==> src/rtl/npu_lsu_resp.sv <==
// Responder end of one LSU request/response channel: runs each request against a local
// single-port synchronous SRAM and returns one in-order response per request.
module npu_lsu_resp #(
    parameter int ADDR_W    = 16,
    parameter int DATA_W    = 32,
    parameter int MEM_WORDS = 4096,
    parameter int RSP_DEPTH = 4
) (
    input  logic                         clk_i,
    input  logic                         srst_i,
    input  logic                         req_valid_i,
    output logic                         req_ready_o,
    input  logic                         req_we_i,
    input  logic [ADDR_W-1:0]            req_addr_i,
    input  logic [DATA_W-1:0]            req_wdata_i,
    input  logic [DATA_W/8-1:0]          req_be_i,
    output logic                         rsp_valid_o,
    input  logic                         rsp_ready_i,
    output logic [DATA_W-1:0]            rsp_rdata_o,
    output logic                         rsp_we_o,
    output logic                         rsp_err_o,
    output logic                         busy_o,
    output logic                         mem_en_o,
    output logic                         mem_we_o,
    output logic [$clog2(MEM_WORDS)-1:0] mem_addr_o,
    output logic [DATA_W-1:0]            mem_wdata_o,
    output logic [DATA_W/8-1:0]          mem_be_o,
    input  logic [DATA_W-1:0]            mem_rdata_i
);

    localparam int MA_W  = $clog2(MEM_WORDS);
    localparam int PTR_W = (RSP_DEPTH > 1) ? $clog2(RSP_DEPTH) : 1;
    localparam int CNT_W = $clog2(RSP_DEPTH + 1);
    localparam logic [ADDR_W:0]    ADDR_LIM = (ADDR_W + 1)'(MEM_WORDS);
    localparam logic [CNT_W-1:0]   DEPTH_C  = CNT_W'(RSP_DEPTH);
    localparam logic [PTR_W-1:0]   PTR_LAST = PTR_W'(RSP_DEPTH - 1);

    logic [CNT_W-1:0]  out_cnt_q, out_cnt_d;
    logic              rdy_q, rdy_d;
    logic              busy_q, busy_d;
    logic              pipe_vld_q, pipe_vld_d;
    logic              pipe_we_q, pipe_we_d;
    logic              pipe_err_q, pipe_err_d;
    logic [PTR_W-1:0]  wr_ptr_q, wr_ptr_d;
    logic [PTR_W-1:0]  rd_ptr_q, rd_ptr_d;
    logic [CNT_W-1:0]  fifo_cnt_q, fifo_cnt_d;
    logic [DATA_W-1:0] fifo_rdata_q [RSP_DEPTH];
    logic [DATA_W-1:0] fifo_rdata_d [RSP_DEPTH];
    logic [RSP_DEPTH-1:0] fifo_we_q, fifo_we_d;
    logic [RSP_DEPTH-1:0] fifo_err_q, fifo_err_d;

    logic in_range, accept, rsp_vld, rsp_hs;

    function automatic logic [PTR_W-1:0] ptr_inc(input logic [PTR_W-1:0] p);
        return (p == PTR_LAST) ? '0 : PTR_W'(p + 1'b1);
    endfunction

    assign in_range = ({1'b0, req_addr_i} < ADDR_LIM);
    assign accept   = req_valid_i & rdy_q & ~srst_i;
    assign rsp_vld  = (fifo_cnt_q != '0);
    assign rsp_hs   = rsp_vld & rsp_ready_i;

    // SRAM strobe goes out in the accept cycle; out-of-range requests never touch the array.
    assign mem_en_o    = accept & in_range;
    assign mem_we_o    = req_we_i;
    assign mem_addr_o  = req_addr_i[MA_W-1:0];
    assign mem_wdata_o = req_wdata_i;
    assign mem_be_o    = req_be_i;

    assign req_ready_o = rdy_q;
    assign busy_o      = busy_q;
    assign rsp_valid_o = rsp_vld;
    assign rsp_rdata_o = rsp_vld ? fifo_rdata_q[rd_ptr_q] : '0;
    assign rsp_we_o    = rsp_vld & fifo_we_q[rd_ptr_q];
    assign rsp_err_o   = rsp_vld & fifo_err_q[rd_ptr_q];

    always_comb begin
        out_cnt_d = out_cnt_q;
        case ({accept, rsp_hs})
            2'b10:   out_cnt_d = out_cnt_q + CNT_W'(1);
            2'b01:   out_cnt_d = out_cnt_q - CNT_W'(1);
            default: out_cnt_d = out_cnt_q;
        endcase
        rdy_d  = (out_cnt_d < DEPTH_C);
        busy_d = (out_cnt_d != '0);

        pipe_vld_d = accept;
        pipe_we_d  = req_we_i;
        pipe_err_d = ~in_range;

        fifo_rdata_d = fifo_rdata_q;
        fifo_we_d    = fifo_we_q;
        fifo_err_d   = fifo_err_q;
        wr_ptr_d     = wr_ptr_q;
        rd_ptr_d     = rd_ptr_q;
        fifo_cnt_d   = fifo_cnt_q;
        // Outstanding limit guarantees the FIFO has room for every pipe push.
        if (pipe_vld_q) begin
            fifo_rdata_d[wr_ptr_q] = (!pipe_we_q && !pipe_err_q) ? mem_rdata_i : '0;
            fifo_we_d[wr_ptr_q]    = pipe_we_q;
            fifo_err_d[wr_ptr_q]   = pipe_err_q;
            wr_ptr_d               = ptr_inc(wr_ptr_q);
        end
        if (rsp_hs) begin
            rd_ptr_d = ptr_inc(rd_ptr_q);
        end
        case ({pipe_vld_q, rsp_hs})
            2'b10:   fifo_cnt_d = fifo_cnt_q + CNT_W'(1);
            2'b01:   fifo_cnt_d = fifo_cnt_q - CNT_W'(1);
            default: fifo_cnt_d = fifo_cnt_q;
        endcase
    end

    always_ff @(posedge clk_i) begin
        if (srst_i) begin
            out_cnt_q  <= '0;
            rdy_q      <= 1'b1;
            busy_q     <= 1'b0;
            pipe_vld_q <= 1'b0;
            pipe_we_q  <= 1'b0;
            pipe_err_q <= 1'b0;
            wr_ptr_q   <= '0;
            rd_ptr_q   <= '0;
            fifo_cnt_q <= '0;
        end else begin
            out_cnt_q  <= out_cnt_d;
            rdy_q      <= rdy_d;
            busy_q     <= busy_d;
            pipe_vld_q <= pipe_vld_d;
            pipe_we_q  <= pipe_we_d;
            pipe_err_q <= pipe_err_d;
            wr_ptr_q   <= wr_ptr_d;
            rd_ptr_q   <= rd_ptr_d;
            fifo_cnt_q <= fifo_cnt_d;
        end
    end

    always_ff @(posedge clk_i) begin
        fifo_rdata_q <= fifo_rdata_d;
        fifo_we_q    <= fifo_we_d;
        fifo_err_q   <= fifo_err_d;
    end

endmodule

==> config.mk <==
export PLATFORM = sky130hd
export DESIGN_NAME = npu_lsu_resp
export DESIGN_NICKNAME = d
export VERILOG_FILES = /design/src/rtl/npu_lsu_resp.sv
export SDC_FILE = /design/constraint.sdc
export NUM_CORES = 1
export LEC_CHECK = 0
export CAP_MARGIN = 20
export CELL_PAD_IN_SITES_DETAIL_PLACEMENT = 0
export CELL_PAD_IN_SITES_GLOBAL_PLACEMENT = 1
export CORE_ASPECT_RATIO = 1.2
export CORE_MARGIN = 3
export CORE_UTILIZATION = 37
export CTS_BUF_LIST = sky130_fd_sc_hd__clkbuf_8
export CTS_CLUSTER_DIAMETER = 100
export CTS_CLUSTER_SIZE = 8
export DETAILED_ROUTE_END_ITERATION = 8
export PLACE_DENSITY = 0.85
export REMOVE_ABC_BUFFERS = 1
export SYNTH_ARGS = -nofsm -noshare
export SYNTH_HDL_FRONTEND = slang
export SYNTH_SLANG_ARGS = --single-unit
==> constraint.sdc <==
create_clock -name clk_i -period 2.45 [get_ports clk_i]
set_input_delay 0.6125 -clock clk_i [delete_from_list [all_inputs] [get_ports clk_i]]
set_output_delay 0.6125 -clock clk_i [all_outputs]
set_load 0.01 [all_outputs]
=== Word-level counts from Yosys, hierarchy flattened ===
Cells that the tools add are included.

* Bits in registers: 151
* Input port bits: 89
* Output and inout bits: 87

* Add/sub/neg operators: 6
* $lt $le $gt $ge: 8
* Equal/unequal tests: 6
* Muxes and demuxes: 20
* Bitwise gates (word level): 10
* Reductions and logical operators: 8

{| class="wikitable"
|+ Operators with widths
! operator !! count
|-
| 32-bit 2-to-1 mux || 5
|-
| 128-bit bitwise mux || 1
|-
| 32-bit binary-select mux with 2-bit select || 1
|-
| 32-bit demux with 2-bit select || 1
|-
| 16-bit by 13-bit < comparator with 1-bit output, second input constant || 1
|-
| 3-bit case mux with 2 select lines || 2
|-
| 4-bit bitwise mux || 2
|-
| 2-bit == test, second input constant || 4
|-
| 3-bit by 1-bit adder with 3-bit output, second input constant || 2
|-
| 1-bit AND || 6
|-
| 3-bit greater-or-equal comparator, second input constant || 2
|-
| 2-bit by 3-bit < comparator with 1-bit output, second input constant || 2
|-
| 2-bit inverter with 3-bit output || 2
|-
| 3-bit nonzero test || 2
|-
| 3-bit by 1-bit subtractor with 3-bit output, second input constant || 2
|-
| 2-bit by 1-bit adder with 2-bit output, second input constant || 2
|-
| 1-bit binary-select mux with 2-bit select || 2
|-
| 2-bit by 1-bit == test with 1-bit output, second input constant || 2
|-
| 2-bit 2-to-1 mux || 2
|-
| 1-bit logical AND || 3
|-
| 3-bit by 1-bit < comparator with 1-bit output, second input constant || 1
|-
| 3-bit < comparator, second input constant || 1
|-
| 1-bit 2-to-1 mux || 3
|-
| 1-bit demux with 2-bit select || 1
|-
| 4 further kinds || 6
|}

=== Longest topological paths before layout ===
* Depth after elaboration: 6
* Gate-level depth with buffers: 9

=== Worst setup path before layout ===
Ideal clock, no wire load.

* Path kind: input-to-reg
* From: in srst_i
* To: reg busy_q (netlist: busy_o)
* Library setup time: 0.134 ns
* Arrival: 2.277 ns
* Required time: 2.316 ns
* Slack: 0.039 ns
* Stages on the path: 9
* Buffers on the path: 0
* Cell sequence: inv_1 -> and3_1 -> inv_1 -> ha_1 -> inv_1 -> fa_1 -> xor2_1 -> o211a_1 -> or4_1

* Cells in the longest elaborated chain, start to end: 5
* Elaborated cells between the ends (all ways): 6
* Classes of those cells: eq/ne: 2; mux: 1; bitwise: 2; reduce/logical: 1

{| class="wikitable"
|+ RTL lines
! item !! line !! source
|-
| start, declared || 10 || <nowiki>input logic srst_i,</nowiki>
|-
| 1-bit inverter || 59 || <nowiki>assign accept = req_valid_i & rdy_q & ~srst_i;</nowiki>
|-
| 1-bit AND || 59 ||
|-
| 2-bit by 1-bit == test with 1-bit output / 2-bit == test (equally long branches) || 79 || <nowiki>case ({accept, rsp_hs})</nowiki>
|-
| 3-bit case mux with 2 select lines || 79 ||
|-
| 3-bit nonzero test || 85 || <nowiki>busy_d = (out_cnt_d != '0);</nowiki>
|-
| end signal, assigned || 128 || <nowiki>busy_q <= busy_d;</nowiki>
|-
| end, declared || 40 || <nowiki>logic busy_q, busy_d;</nowiki>
|}

Parallel ways exist; a longest one is shown, timed or not.
A chain may end at the register's enable or synchronous reset.

=== Worst setup path in the final report ===
* From: reg rd_ptr_q[0]
* To: out rsp_rdata_o[12]

* Cells in the longest elaborated chain, start to end: 5

{| class="wikitable"
|+ RTL lines
! item !! line !! source
|-
| start, declared || 45 || <nowiki>logic [PTR_W-1:0] rd_ptr_q, rd_ptr_d;</nowiki>
|-
| start signal, assigned || 133 || <nowiki>rd_ptr_q <= rd_ptr_d;</nowiki>
|-
| 2-bit inverter with 3-bit output (implied by the code) || 73 || <nowiki>assign rsp_rdata_o = rsp_vld ? fifo_rdata_q[rd_ptr_q] : '0;</nowiki>
|-
| 32-bit binary-select mux with 2-bit select || 73 ||
|-
| 32-bit 2-to-1 mux (implied by the code) (2 in a row) || 73 ||
|-
| 32-bit 2-to-1 mux || 73 ||
|-
| end, declared || 19 || <nowiki>output logic [DATA_W-1:0] rsp_rdata_o,</nowiki>
|}

No other way between the ends. The select of a mux whose other input is x is not followed.

==> out/qor.yml <==
run_status:
  outcome: "complete, but fails checks"
  violations: "setup timing"
critical_path:
  path_class: "reg -> out"
  cp_slowest_cell: "mux4_2"
  slowest_delay_ns: 0.50
  crit_arrival_ns: 1.87
  crit_path_max_fanout: 5
  cp_cell_sequence: "buf_6 > buf_12 > mux4_2 > nor2b_1 > buf_2"
  worst_setup_path_end_kind: "output port"
  start_kind: "register"
  cp.required_ns: 1.84
placement:
  numPortBuffers: 79
  dpl.cell_count: 629
  place_congestion: 0.683
  dpl.hpwl_um: 9370
timing:
  setup_violations: 10
  setup_slack_ns: -0.0301
  max_freq_mhz: 403
  clock_skew_ns: 0.0119
  period_share: 1.01
  tightest_slew_ns: 0.565
  max-slew-margin-rel: 0.623
  setup-tns-final_ns: -0.0980
  slew_viol_final: 0
  finalHoldViolCount: 0
  finalCriticalPeriod_ns: 2.48
  rsz0062_at_grt: "true"
  whs_ns: 0.496
synthesis:
  synth.ff_latch_count: 151
  async_flop_share: 0
  netlist_area_um2: 6450
  synth_edf_count: 136
  avgSynthCellArea_um2: 17.1
  synth-main-ff-cell: "edfxtp_1"
  yosysUniqueCellTypes: 28
  syn_inst: 378
  ys_seq_area_frac: 0.679
  yosysWarningCount: 0
drt:
  drtIter0Drc: 214
  wirelength_um: 14700
  vias: 3316
  ant_nets: 0
  vias_per_cell: 4.91
  first_pass_iters: 4
  drcViolationCount: 0
  wl_per_cell_um: 21.7
cells_and_area:
  num-fill-cells: 1415
  n_antenna_cell: 0
  final_nets: 545
  final_cell_mix: "136 x edfxtp_1, 40 x clkdlybuf4s50_1, 34 x mux4_2"
  layout_commonest_cell: "edfxtp_1"
  drive_gt1_frac: 0.361
  final_cells: 676
  area_growth_pct: 22.6
floorplan:
  die_h_um: 151
  initial_core_util: 0.380
  dieArea_um2: 19100
  die_w_um: 127
  rows: 52
  pin_count: 176
  core_area_um2: 17000
grt:
  grt_use_total: 0.161
  grt_overflow: 0
  grt_pass1_wl_um: 22400
  grt_pass1_vias: 3612
  grt_max_degree: 35
  antenna_found_initial: 1
power:
  p_sw_mw: 2.19
  clockPowerShare: 0.245
  p_comb_frac: 0.348
  power_leakage_nw: 2.80
  vdd.ir_drop.worst_uv: 404
  p_seq_frac: 0.407
  p_int_mw: 5.33
  p_sw_frac: 0.291
  p_per_area_nw_per_um2: 951
cts:
  cts_buffer_depth: 2
  clkSlewWorstSetupHoldPaths_ns: 0.09
  cts_sinks: 151
  numCtsBuffers: 17
  cts_tree: "built"
  htreeDepth: 4
  clock_latency_ns: 0.43
  cts_root_buf: "clkbuf_8"
worst_hold_path:
  hp-class: "in -> reg"
run:
  drv_cap: 0
## sequential cells by signal (all words and copies together), names as in the netlist, 2 cells and up
name          cells
fifo_we_q         4
out_cnt_q         3
fifo_rdata_q    128
rd_ptr_q          2
fifo_cnt_q        3
fifo_err_q        4
wr_ptr_q          2
## path summary, 6_finish.rpt
check | startpoint | endpoint | slack [ns] | cells past startpoint
setup / recovery | rd_ptr_q[0] | rsp_rdata_o[12] | -0.03 | 5
hold / removal | req_valid_i | pipe_vld_q | 0.50 | 2
setup reg to reg | fifo_cnt_q[0] | busy_o | 0.12 | 8
hold reg to reg | req_ready_o | pipe_vld_q | 0.52 | 1
## cells by family after synthesis
family,count (synthesis),synth area share
flip-flops,151,0.679
AO/OA/AOI/OAI,8,0.00776
XOR/XNOR,4,0.00543
buffers and inverters,77,0.0789
adder cells (fa/ha/maj),9,0.0198
AND/OR/NAND/NOR,93,0.0871
multiplexers,36,0.122
## power groups by stage
stage	combinational, mW	clock, mW	sequential, mW
2_1_floorplan	1.01	0	3.18
3_3_place_gp	2.17	0	3.10
3_5_place_dp	2.22	0	3.12
4_1_cts	2.51	1.90	3.06
5_1_grt	2.84	2.00	3.08
6_report	2.62	1.85	3.06
## worst max-delay path: cells and delay by family (launching register included)
kind / cells / cell delay [ns]
buffers and inverters: 3 / 0.38
DFF: 1 / 0.41
and+or+nand+nor: 1 / 0.15
muxes: 1 / 0.50
## Yosys cell counts, types with 2 or more instances
library cell    n  area share
buf_6           4      0.0070
or3_1           2      0.0019
nor2_1         10      0.0058
or4_1           2      0.0023
ha_1            7       0.014
clkbuf_1        6      0.0035
xor2_1          4      0.0054
buf_4          49       0.057
a21oi_1         4      0.0031
buf_2           5      0.0039
mux4_2         34        0.12
fa_1            2      0.0062
inv_1          13      0.0076
edfxtp_1      136        0.63
mux2i_1         2      0.0031
dfxtp_1        15       0.047
nor2b_1        36       0.035
and2_1         37       0.036
## layer usage
layer / wire (um) / GRT usage
met5: 109 / 0.0374
met1: 5900 / 0.193
met3: 1590 / 0.0884
met4: 155 / 0.0520
met2: 6930 / 0.245
## metrics by stage
stage / util / worst slack [ns] / total power, mW / area [um2]
finish: 0.466 / -0.0301 / 7.53 / 7910
floorplan: - / -0.539 / 4.20 / 5990
global route: 0.466 / -0.107 / 7.93 / 7910
detailed placement: 0.430 / -0.547 / 5.34 / 7300
CTS: 0.458 / -0.133 / 7.47 / 7780
global placement: 0.430 / -0.474 / 5.27 / 7300
## area by class of cell
cell class	instances	area (um2)	area share
Sequential cell	151	4390	0.555
Timing Repair Buffer	114	1090	0.138
Inverter	13	51.3	0.00648
Multi-Input combinational cell	150	1720	0.217
Clock buffer	17	234	0.0296
Clock inverter	15	155	0.0196
Tap cell	216	270	0.0342
## repair_timing
action / CTS / global route
pin swaps: 1 / 7
hold buffers: 0 / 0
cloned: 3 / 0
setup buffers: 11 / 4
hold endpoints to repair: 0 / 0
endpoints found under the setup margin: 37 / 35
resized for setup: 160 / 38
(Power assumes the default switching activity.)
